`config.mk`:
```
export PLATFORM = sky130hd
export DESIGN_NAME = lfsr_gen
export DESIGN_NICKNAME = d
export VERILOG_FILES = /design/src/rtl/lfsr_gen.sv
export SDC_FILE = /design/constraint.sdc
export NUM_CORES = 1
export LEC_CHECK = 0
export ABC_CLOCK_PERIOD_IN_PS = 2700
export BUFFER_PORTS_ARGS = -buffer_cell sky130_fd_sc_hd__buf_2
export CAP_MARGIN = 5
export CORE_ASPECT_RATIO = 1.25
export CORE_MARGIN = 4
export CORE_UTILIZATION = 55
export DETAILED_ROUTE_END_ITERATION = 8
export GPL_ROUTABILITY_DRIVEN = 0
export PLACE_DENSITY = 0.82
export SKIP_LAST_GASP = 1
export SLEW_MARGIN = 30
export SYNTH_ARGS = -nofsm -noshare
export SYNTH_HDL_FRONTEND = slang
export SYNTH_SLANG_ARGS = --single-unit
```
`constraint.sdc`:
```
create_clock -name clk_in -period 2.7 [get_ports clk_in]
set_input_delay 0.135 -clock clk_in [delete_from_list [all_inputs] [get_ports clk_in]]
set_output_delay 0.135 -clock clk_in [all_outputs]
set_load 0.1 [all_outputs]
```
`src/rtl/lfsr_gen.sv`:
```
// Parametrised Fibonacci LFSR: multi-shift advance per enable, run-time reseed with
// zero-seed substitution, and a pulse each time the state returns to its start value.
module lfsr_gen #(
    parameter int              WIDTH        = 16,
    parameter logic [WIDTH-1:0] TAPS         = 16'hB400,
    parameter int              STEPS        = 1,
    parameter logic [WIDTH-1:0] DEFAULT_SEED = 16'h0001
) (
    input  logic             clk_in,
    input  logic             rst_in,
    input  logic [WIDTH-1:0] seed_in,
    input  logic             load_in,
    input  logic             en_in,
    output logic [WIDTH-1:0] q_out,
    output logic [STEPS-1:0] rand_out,
    output logic             valid_out,
    output logic             wrap_out
);

    generate
        if (WIDTH < 3 || WIDTH > 32) begin : g_bad_width
            $error("lfsr_gen: WIDTH must be in 3..32");
        end
        if (STEPS < 1 || STEPS > WIDTH) begin : g_bad_steps
            $error("lfsr_gen: STEPS must be in 1..WIDTH");
        end
        if (DEFAULT_SEED == '0) begin : g_bad_seed
            $error("lfsr_gen: DEFAULT_SEED must be nonzero");
        end
    endgenerate

    logic [WIDTH-1:0] state;
    logic [WIDTH-1:0] start;
    logic [STEPS-1:0] rand_bits;
    logic             valid;
    logic             wrap;

    logic [WIDTH-1:0] stage;
    logic [WIDTH-1:0] advanced;
    logic [STEPS-1:0] fb_bits;
    logic [WIDTH-1:0] seed_ok;

    // Unrolled chain of single shifts; fb_bits[0] is the first bit generated.
    always_comb begin
        stage   = state;
        fb_bits = '0;
        for (int k = 0; k < STEPS; k++) begin
            fb_bits[k] = ^(stage & TAPS);
            stage      = {stage[WIDTH-2:0], fb_bits[k]};
        end
        advanced = stage;
    end

    // An all-zero seed would lock the register up, so it is replaced.
    assign seed_ok = (seed_in == '0) ? DEFAULT_SEED : seed_in;

    always_ff @(posedge clk_in) begin
        if (!rst_in) begin
            state     <= DEFAULT_SEED;
            start     <= DEFAULT_SEED;
            rand_bits <= '0;
            valid     <= 1'b0;
            wrap      <= 1'b0;
        end else if (load_in) begin
            state <= seed_ok;
            start <= seed_ok;
            valid <= 1'b0;
            wrap  <= 1'b0;
        end else if (en_in) begin
            state     <= advanced;
            rand_bits <= fb_bits;
            valid     <= 1'b1;
            wrap      <= (advanced == start);
        end else begin
            valid <= 1'b0;
            wrap  <= 1'b0;
        end
    end

    assign q_out     = state;
    assign rand_out  = rand_bits;
    assign valid_out = valid;
    assign wrap_out  = wrap;

endmodule

```
==> results of run 1 <==
==> through the flow <==
| step | power [W] | setup WS (ps) | hold WS, ps | cell area, um2 |
|---|---|---|---|---|
| floorplan | 0.000799 | 844 | 219 | 1590 |
| global placement | 0.000852 | 1390 | 422 | 1780 |
| detailed placement | 0.000856 | 1280 | 431 | 1780 |
| CTS | 0.00113 | 1280 | 53.9 | 1830 |
| global route | 0.00116 | 1220 | 66.8 | 1830 |
| finish | 0.00112 | 1300 | 58.7 | 1830 |
==> cell families (layout without fill, tap and decap cells) <==
kind of cell / after synthesis / in the layout
AO/OA/AOI/OAI: 32 / 32
XOR/XNOR: 19 / 19
buffers and inverters: 10 / 47
flip-flops: 35 / 35
multiplexers: 15 / 15
AND/OR/NAND/NOR: 63 / 63
==> cell type report <==
| type | count | area share [%] |
|---|---|---|
| clock buffer | 5 | 2.05 |
| tap | 34 | 2.32 |
| inverter | 1 | 0.205 |
| clock inverter | 3 | 0.819 |
| multi-input combinational | 129 | 46.0 |
| timing repair buffer | 38 | 10.4 |
| sequential | 35 | 38.2 |
==> final timing paths <==
check             slack (ps)              startpoint  cells past startpoint                      to
hold / removal            60              seed_in[7]                      3   start[7]$_SDFFE_PN0P_
setup / recovery        1300  q_out[10]$_SDFFE_PN0P_                      1               q_out[10]
setup reg to reg        1330   q_out[6]$_SDFFE_PN0P_                      4     wrap_out$_SDFF_PP0_
hold reg to reg          490  start[12]$_SDFFE_PN0P_                      2  start[12]$_SDFFE_PN0P_
==> power groups by stage <==
| stage | clock network [W] | logic [W] | registers (W) |
|---|---|---|---|
| after floorplan | 0 | 0.000100 | 0.000699 |
| after global placement | 0 | 0.000268 | 0.000583 |
| after detailed placement | 0 | 0.000270 | 0.000586 |
| after CTS | 0.000282 | 0.000271 | 0.000574 |
| after global routing | 0.000299 | 0.000288 | 0.000578 |
| final | 0.000274 | 0.000270 | 0.000574 |
==> cell usage in the layout, fill, tap and decap left out, drive strengths merged <==
cell type	instances
a211oi	2
a21oi	15
and2	15
and4b	1
buf	38
clkbuf	5
clkinv	3
dfxtp	35
inv	1
mux2i	15
nand2	16
nand2b	15
nand4	2
nor2	2
nor2b	1
nor3	2
nor3b	1
nor4	8
o21ai	15
xnor2	6
xor2	13
==> sequential cells by signal (all words and copies together) (netlist names) <==
register and flops:
start 16, valid_out 1, q_out 16, rand_out 1, wrap_out 1
==> routing by layer <==
metal  vias up  part of all wire, %
met1       582                   43
met2        37                   48
met3         9                  5.5
li1        664                    -
met4         0                  3.3
met5         -                    0
==> worst min-delay path, stage by stage <==
cell	delay, ps
buf_2	100
nand2_1	70
a21oi_1	60
==> flow_summary_export.csv, run 1 <==
group,metric,value,unit
outcome,status,"completed",
clocking,hold_buffers,0,
synthesis,synth_compound_area_share,10.4,%
timing,rsz0062_at_grt,"no",
cells_and_area,final_cells,245,
synthesis,ys_ff_latch,35,
drt,drtAntennaViolNets,0,
clocking,clk_latency,350,ps
clocking,ctsResizeCount,0,
clocking,clkTransAtPathRegs,110,ps
drt,wl_per_cell,14.2,um
pwr,p_per_area,609,mW/mm2
synthesis,synthesis.area,0.00159,mm2
clocking,tritoncts,"yes",
pwr,switchingPower,0.000400,W
synthesis,ys_warn_count,0,
placement,place_inst,237,
pwr,sequentialPowerShare,51.3,%
global_route,grt_busiest_layer,"met2",
synthesis,muxShareOfSynthArea,9.43,%
pwr,combPwrFrac,24.2,%
timing,fin_skew,5.87,ps
die,core,0.00273,mm2
worst_hold_path,hp-class,"in -> reg",
global_route,met1_usage,21.9,%
synthesis,synth-adder-area-share,0,%
pwr,ir_drop,464,uV
placement,place_hpwl,2510,um
synthesis,synth_flop_cell,"dfxtp_1",
timing,finalSetupTns,0,ps
synthesis,synth_area_per_cell,9.15,um2
timing,clock.fmax,717,MHz
global_route,grt_max_degree,51,
setup_path,cp.arrival,1260,ps
clocking,cts-htree-levels,2,
cells_and_area,multiInputGateArea,845,um2
cells_and_area,final_nets,230,
global_route,grt-ovfl-total,0,
drt,drc,0,
pwr,p_leak,0.843,nW
pwr,pwr-share-clk,24.5,%
setup_path,required,2570,ps
setup_path,path_max_fanout,5,
synthesis,syn-num-nets,194,
timing,worst_pin_slew,669,ps
synthesis,synth_edf_count,0,
synthesis,yosysTopAreaCell,"dfxtp_1",
die,dieWidth,56.1,um
timing,finalMaxSlewViolations,0,
setup_path,cp-start-kind,"flop",
pwr,p_sw_share,35.8,%
pwr,power.internal,0.000717,W
timing,fin_crit,1400,ps
setup_path,path_cells,"buf_2",
cells_and_area,ff_latch_area,701,um2
drt,wl,3470,um
timing,setup_viol,0,
setup_path,path_class,"reg -> out",
global_route,first_global_vias,1301,
flow_run,maxCapViolations,0,
setup_path,worst-path-buf-inv,1,
synthesis,synth_most_common_cell,"dfxtp_1",
synthesis,synth_area_leaders,"dfxtp_1 (44%), mux2i_1 (9.4%), xor2_1 (7.2%)",
setup_path,crit_family,"buffers and inverters",
die,initial_core_util,58.2,%
global_route,use_met2,33.5,%
clocking,cts_num_sinks,35,
placement,port_buffers,38,
setup_path,critPathSlowestCell,"buf_2",
global_route,grt.met3_usage,6.60,%
synthesis,ys_async_sr_fraction,0,%
cells_and_area,drive_gt1_share,23.2,%
synthesis,synth_common_cells,"dfxtp_1 (35), nand2_1 (16)",
synthesis,synth_top_family_by_area,"simple AND/OR/NAND/NOR gates",
global_route,grt_pass1_wl,5770,um
clocking,post_cts_buffers,0,
die,num_rows,21,
synthesis,yosysSeqAreaShare,44.0,%
cells_and_area,area_growth,15.3,%
die,ios,39,
synthesis,synth_xor_area_share,10.5,%
setup_path,slowest_delay,470,ps
timing,hold_viol,0,
timing,period_share,51.7,%
synthesis,netlist_instances,174,
clocking,cts_root_buffer,"clkbuf_4",
die,fp.dieH,68.1,um
die,die_area,0.00382,mm2
drt,drtIter0Drc,26,
cells_and_area,n_fill_cell,252,
synthesis,synth_top_area_share,44.0,%
global_route,grtUsageTotal,19.8,%
drt,viasPerCell,5.27,
clocking,cts_buffers,5,
synthesis,ys_types,23,
synthesis,synth-simple-area-share,22.8,%
clocking,cts_max_path_buffers,2,
global_route,antenna_found_initial,0,
drt,via_count,1292,
drt,dr.pass1.iters,4,
setup_path,end_kind,"output pin",
cells_and_area,insertedDiodeCount,0,
timing,relSlewSlack,55.4,%
cells_and_area,final_core_util,67.1,%
Note: power is estimated with default switching activity, not from simulation.
==> inputs of run 2 (changes only) <==
--- a/config.mk
+++ b/config.mk
@@ -5,15 +5,15 @@
 export SDC_FILE = /design/constraint.sdc
 export NUM_CORES = 1
 export LEC_CHECK = 0
-export ABC_CLOCK_PERIOD_IN_PS = 2700
+export ABC_CLOCK_PERIOD_IN_PS = 1400
 export BUFFER_PORTS_ARGS = -buffer_cell sky130_fd_sc_hd__buf_2
 export CAP_MARGIN = 5
 export CORE_ASPECT_RATIO = 1.25
 export CORE_MARGIN = 4
-export CORE_UTILIZATION = 55
+export CORE_UTILIZATION = 52
 export DETAILED_ROUTE_END_ITERATION = 8
 export GPL_ROUTABILITY_DRIVEN = 0
-export PLACE_DENSITY = 0.82
+export PLACE_DENSITY = 0.78
 export SKIP_LAST_GASP = 1
 export SLEW_MARGIN = 30
 export SYNTH_ARGS = -nofsm -noshare
==> constraint.sdc (replaced) <==
create_clock -name clk_in -period 1.4 [get_ports clk_in]
set_input_delay 0.07 -clock clk_in [delete_from_list [all_inputs] [get_ports clk_in]]
set_output_delay 0.07 -clock clk_in [all_outputs]
set_load 0.1 [all_outputs]
==> run 2 against run 1 <==
Worst setup slack worse by 1200 ps. First-iteration DRC count is 110% higher. Count of clock-buffer cells in the layout is 1 higher. Sequential share of layout area is 1.0 points lower. Critical path type is now reg -> reg.
==> flow_summary_export.csv, run 2 (synthesis gave the netlist of run 1 again) <==
group,metric,value,unit
cells_and_area,drive_gt1_share,31.8,%
drt,wl,3740,um
clocking,cts-htree-levels,2,
cells_and_area,final_nets,240,
setup_path,crit_start,"q_out[6]$_SDFFE_PN0P_",
die,initial_core_util,54.0,%
drt,wl_per_cell,14.6,um
setup_path,critPathSlowestCell,"dfxtp_4",
setup_path,cp-start-kind,"flop",
clocking,cts_buffers,5,
clocking,cts_root_buffer,"clkbuf_4",
pwr,p_sw_share,34.3,%
global_route,grtUsageTotal,20.0,%
global_route,grt-ovfl-total,0,
timing,hold_viol,0,
worst_hold_path,hp-class,"in -> reg",
cells_and_area,mostFrequentLayoutCell,"buf_2",
die,num_rows,22,
outcome,status,"completed",
die,ios,39,
setup_path,worst-path-buf-inv,0,
global_route,antenna_found_initial,0,
clocking,cts_max_path_buffers,2,
setup_path,slowest_delay,370,ps
cells_and_area,layout_common_cells,"buf_2 (38), dfxtp_1 (19), nand2_1 (16)",
drt,drtAntennaViolNets,0,
drt,drtIter0Drc,54,
setup_path,path_cells,"xor2_1 > nor4_1 > nand4_1 > nor4_2",
die,die_area,0.00402,mm2
pwr,sequentialPowerShare,50.0,%
setup_path,end_kind,"flop",
pwr,switchingPower,0.000759,W
drt,via_count,1389,
clocking,tritoncts,"yes",
placement,place_hpwl,2710,um
timing,setup_viol,0,
flow_run,maxCapViolations,0,
placement,port_buffers,38,
clocking,cts_num_sinks,35,
worst_hold_path,min_from,"rst_in",
global_route,first_global_vias,1372,
setup_path,crit_family,"simple AND/OR/NAND/NOR gates",
placement,place_inst,244,
cells_and_area,final_cells,256,
timing,finalMaxSlewViolations,0,
pwr,combPwrFrac,25.1,%
timing,clock.fmax,770,MHz
timing,worst_pin_slew,504,ps
setup_path,cp.arrival,1550,ps
setup_path,path_class,"reg -> reg",
timing,fin_crit,1300,ps
cells_and_area,area_growth,24.7,%
global_route,grt_max_degree,40,
drt,viasPerCell,5.43,
pwr,pwr-share-clk,24.9,%
pwr,ir_drop,792,uV
timing,fin_skew,10.4,ps
timing,period_share,92.7,%
setup_path,required,1650,ps
setup_path,path_max_fanout,4,
timing,rsz0062_at_grt,"no",
timing,finalSetupTns,0,ps
clocking,post_cts_buffers,0,
die,core,0.00295,mm2
die,dieWidth,57.5,um
drt,dr.pass1.iters,4,
pwr,p_per_area,1110,mW/mm2
pwr,p_leak,0.899,nW
timing,relSlewSlack,66.6,%
cells_and_area,insertedDiodeCount,0,
setup_path,r2r-start,"q_out[6]$_SDFFE_PN0P_",
drt,drc,0,
global_route,grt_pass1_wl,6240,um
clocking,clkTransAtPathRegs,100,ps
clocking,clk_latency,340,ps
pwr,power.internal,0.00145,W
die,fp.dieH,69.9,um
run 2: timing repair:
action,4_1_cts,5_1_grt
hold endpoints to repair,5,0
hold buffers,5,0
setup endpoints to repair,0,1
gates resized for setup,0,1
run 2: power by group through the flow:
| stage | sequential, W | clock (W) | combinational [W] |
|---|---|---|---|
| 3_3_place_gp | 0.00112 | 0 | 0.000537 |
| 5_1_grt | 0.00111 | 0.000608 | 0.000587 |
| 2_1_floorplan | 0.00135 | 0 | 0.000192 |
| 3_5_place_dp | 0.00113 | 0 | 0.000542 |
| 6_report | 0.00110 | 0.000550 | 0.000555 |
| 4_1_cts | 0.00111 | 0.000565 | 0.000554 |
run 2: per-stage QoR:
step / util (%) / hold WS [ps] / area (um2) / worst slack, ps / total power, W
finish: 67.4 / 11.3 / 1980 / 102 / 0.00221
global route: 67.4 / 0.423 / 1980 / 12.7 / 0.00231
CTS: 67.2 / 0.841 / 1980 / 55.7 / 0.00222
detailed placement: 63.6 / 359 / 1870 / 131 / 0.00167
global placement: 63.6 / 351 / 1870 / 151 / 0.00166
floorplan: - / 154 / 1630 / 0.358 / 0.00154
run 2: layer usage:
| metal | track usage (%) | wire [um] |
|---|---|---|
| met1 | 24.7 | 1560 |
| met2 | 30.4 | 1770 |
| met3 | 7.02 | 306 |
| met4 | 10.1 | 102 |
| met5 | 0 | 0 |
run 2: final timing paths:
kind	end	slack [ps]	cells after the start
setup / recovery	wrap_out$_SDFF_PP0_	100	4
hold / removal	valid_out$_SDFF_PP0_	10	3
setup reg to reg	wrap_out$_SDFF_PP0_	100	4
hold reg to reg	start[15]$_SDFFE_PN0P_	490	2
run 2: tightest hold or removal path, stage by stage:
cell	delay (ps)
buf_2	110
inv_2	60
nor3b_2	60
run 2: final cells by class:
cell class	count	area, um2
Clock buffer	6	51.3
Clock inverter	1	5.00
Fill cell	246	961
Inverter	1	3.75
Multi-Input combinational cell	129	851
Sequential cell	35	738
Tap cell	36	45.0
Timing Repair Buffer	48	290
==> inputs of run 3 (changes only) <==
--- a/config.mk
+++ b/config.mk
@@ -8,12 +8,14 @@
 export ABC_CLOCK_PERIOD_IN_PS = 1400
 export BUFFER_PORTS_ARGS = -buffer_cell sky130_fd_sc_hd__buf_2
 export CAP_MARGIN = 5
+export CELL_PAD_IN_SITES_DETAIL_PLACEMENT = 1
+export CELL_PAD_IN_SITES_GLOBAL_PLACEMENT = 1
 export CORE_ASPECT_RATIO = 1.25
 export CORE_MARGIN = 4
-export CORE_UTILIZATION = 52
+export CORE_UTILIZATION = 39
 export DETAILED_ROUTE_END_ITERATION = 8
 export GPL_ROUTABILITY_DRIVEN = 0
-export PLACE_DENSITY = 0.78
+export PLACE_DENSITY_LB_ADDON = 0.1
 export SKIP_LAST_GASP = 1
 export SLEW_MARGIN = 30
 export SYNTH_ARGS = -nofsm -noshare
==> run 3 against run 2 <==
Register-to-register slack is essentially flat. Sequential share of layout area is essentially flat. Cell area down 0.13%. Wire length is 15% higher. Highest routed layer unchanged. Combinational power is 2% lower.
==> flow_summary_export.csv, run 3 (synthesis gave the netlist of run 1 again) <==
group,metric,value,unit
drt,drtAntennaViolNets,0,
timing,rsz0062_at_grt,"no",
setup_path,path_max_fanout,5,
clocking,cts_root_buffer,"clkbuf_8",
outcome,status,"completed",
cells_and_area,drive_gt1_share,31.9,%
drt,drtIter0Drc,56,
setup_path,cp-start-kind,"flop",
timing,period_share,92.1,%
global_route,first_global_vias,1503,
flow_run,maxCapViolations,0,
timing,clock.fmax,776,MHz
setup_path,required,1600,ps
clocking,clk_latency,280,ps
pwr,p_leak,0.891,nW
die,core,0.00385,mm2
timing,hold_viol,0,
setup_path,end_kind,"flop",
global_route,use_met2,33.7,%
timing,fin_crit,1290,ps
pwr,p_per_area,1240,mW/mm2
drt,drc,0,
cells_and_area,area_growth,24.5,%
die,fp.dieH,79.4,um
clocking,clkTransAtPathRegs,70,ps
die,die_area,0.00517,mm2
setup_path,path_class,"reg -> reg",
global_route,antenna_found_initial,0,
cells_and_area,mostFrequentLayoutCell,"buf_2",
clocking,cts_max_path_buffers,2,
global_route,grt_busiest_layer,"met2",
die,num_rows,25,
cells_and_area,insertedDiodeCount,0,
cells_and_area,final_nets,235,
drt,wl_per_cell,16.0,um
clocking,ctsResizeCount,0,
timing,fin_skew,3.31,ps
clocking,cts_num_sinks,35,
global_route,grt_pass1_wl,7360,um
clocking,post_cts_buffers,0,
pwr,ir_drop,520,uV
cells_and_area,ff_latch_area,738,um2
cells_and_area,n_fill_cell,463,
clocking,hold_buffers,0,
timing,relSlewSlack,66.5,%
clocking,tritoncts,"yes",
cells_and_area,final_core_util,51.5,%
setup_path,cp.arrival,1490,ps
worst_hold_path,hp-class,"in -> reg",
cells_and_area,multiInputGateArea,845,um2
global_route,grtUsageTotal,18.3,%
clocking,cts-htree-levels,2,
drt,dr.pass1.iters,2,
global_route,met1_usage,21.2,%
placement,port_buffers,38,
global_route,grt-ovfl-total,0,
timing,finalSetupTns,0,ps
die,initial_core_util,41.4,%
global_route,grt_max_degree,30,
timing,finalMaxSlewViolations,0,
placement,place_hpwl,3330,um
cells_and_area,layout_common_cells,"buf_2 (38), dfxtp_1 (19), nand2_1 (16)",
drt,viasPerCell,5.07,
drt,wl,4310,um
clocking,cts_buffers,5,
die,ios,39,
die,dieWidth,65.1,um
timing,setup_viol,0,
timing,worst_pin_slew,506,ps
drt,via_count,1369,
global_route,grt.met3_usage,4.08,%
==> run 3: worst paths after layout <==
check	end	cells after the start	slack, ps	from
worst min-delay path	valid_out$_SDFF_PP0_	2	70	load_in
worst max register to register	wrap_out$_SDFF_PP0_	4	110	q_out[13]$_SDFFE_PN0P_
worst max-delay path	wrap_out$_SDFF_PP0_	4	110	q_out[13]$_SDFFE_PN0P_
worst min register to register	start[3]$_SDFFE_PN0P_	2	490	start[3]$_SDFFE_PN0P_
==> run 3: layer usage <==
layer  vias to the layer above  share of wire (%)
li1                        673                  -
met2                        32                 51
met3                         6                4.8
met1                       658                 43
met4                         0               0.88
met5                         -                  0
==> run 3: report_power, final <==
| part | switching (W) | total [W] | internal (W) |
|---|---|---|---|
| registers | 0.0000552 | 0.00111 | 0.00105 |
| clock network | 0.000348 | 0.000797 | 0.000449 |
| logic | 0.000390 | 0.000543 | 0.000153 |
| total | 0.000793 | 0.00245 | 0.00166 |
==> run 3: per-stage QoR <==
stage / power (W) / hold WS (ps) / instance area [um2] / cells / worst slack [ps]
finish: 0.00245 / 69.9 / 1980 / 270 / 111
global route: 0.00256 / 76.2 / 1980 / 270 / 64.2
CTS: 0.00248 / 65.8 / 1980 / 270 / 97.1
detailed placement: 0.00168 / 364 / 1880 / 262 / 122
global placement: 0.00167 / 354 / 1880 / 262 / 124
floorplan: 0.00154 / 154 / 1630 / 174 / 0.358
==> run 3: area by class of cell <==
cell class | instances | share of cell area [%]
multi-input combinational | 129 | 42.6
timing repair buffer | 43 | 11.5
inverter | 1 | 0.189
sequential | 35 | 37.2
tap | 54 | 3.41
clock buffer | 8 | 5.05
==> run 3: worst max-delay path: stages (launching register included) <==
cell     delay (ps)
dfxtp_4         370
xor2_1          170
nor4_1          360
nand2_1         110
nor4_2          200
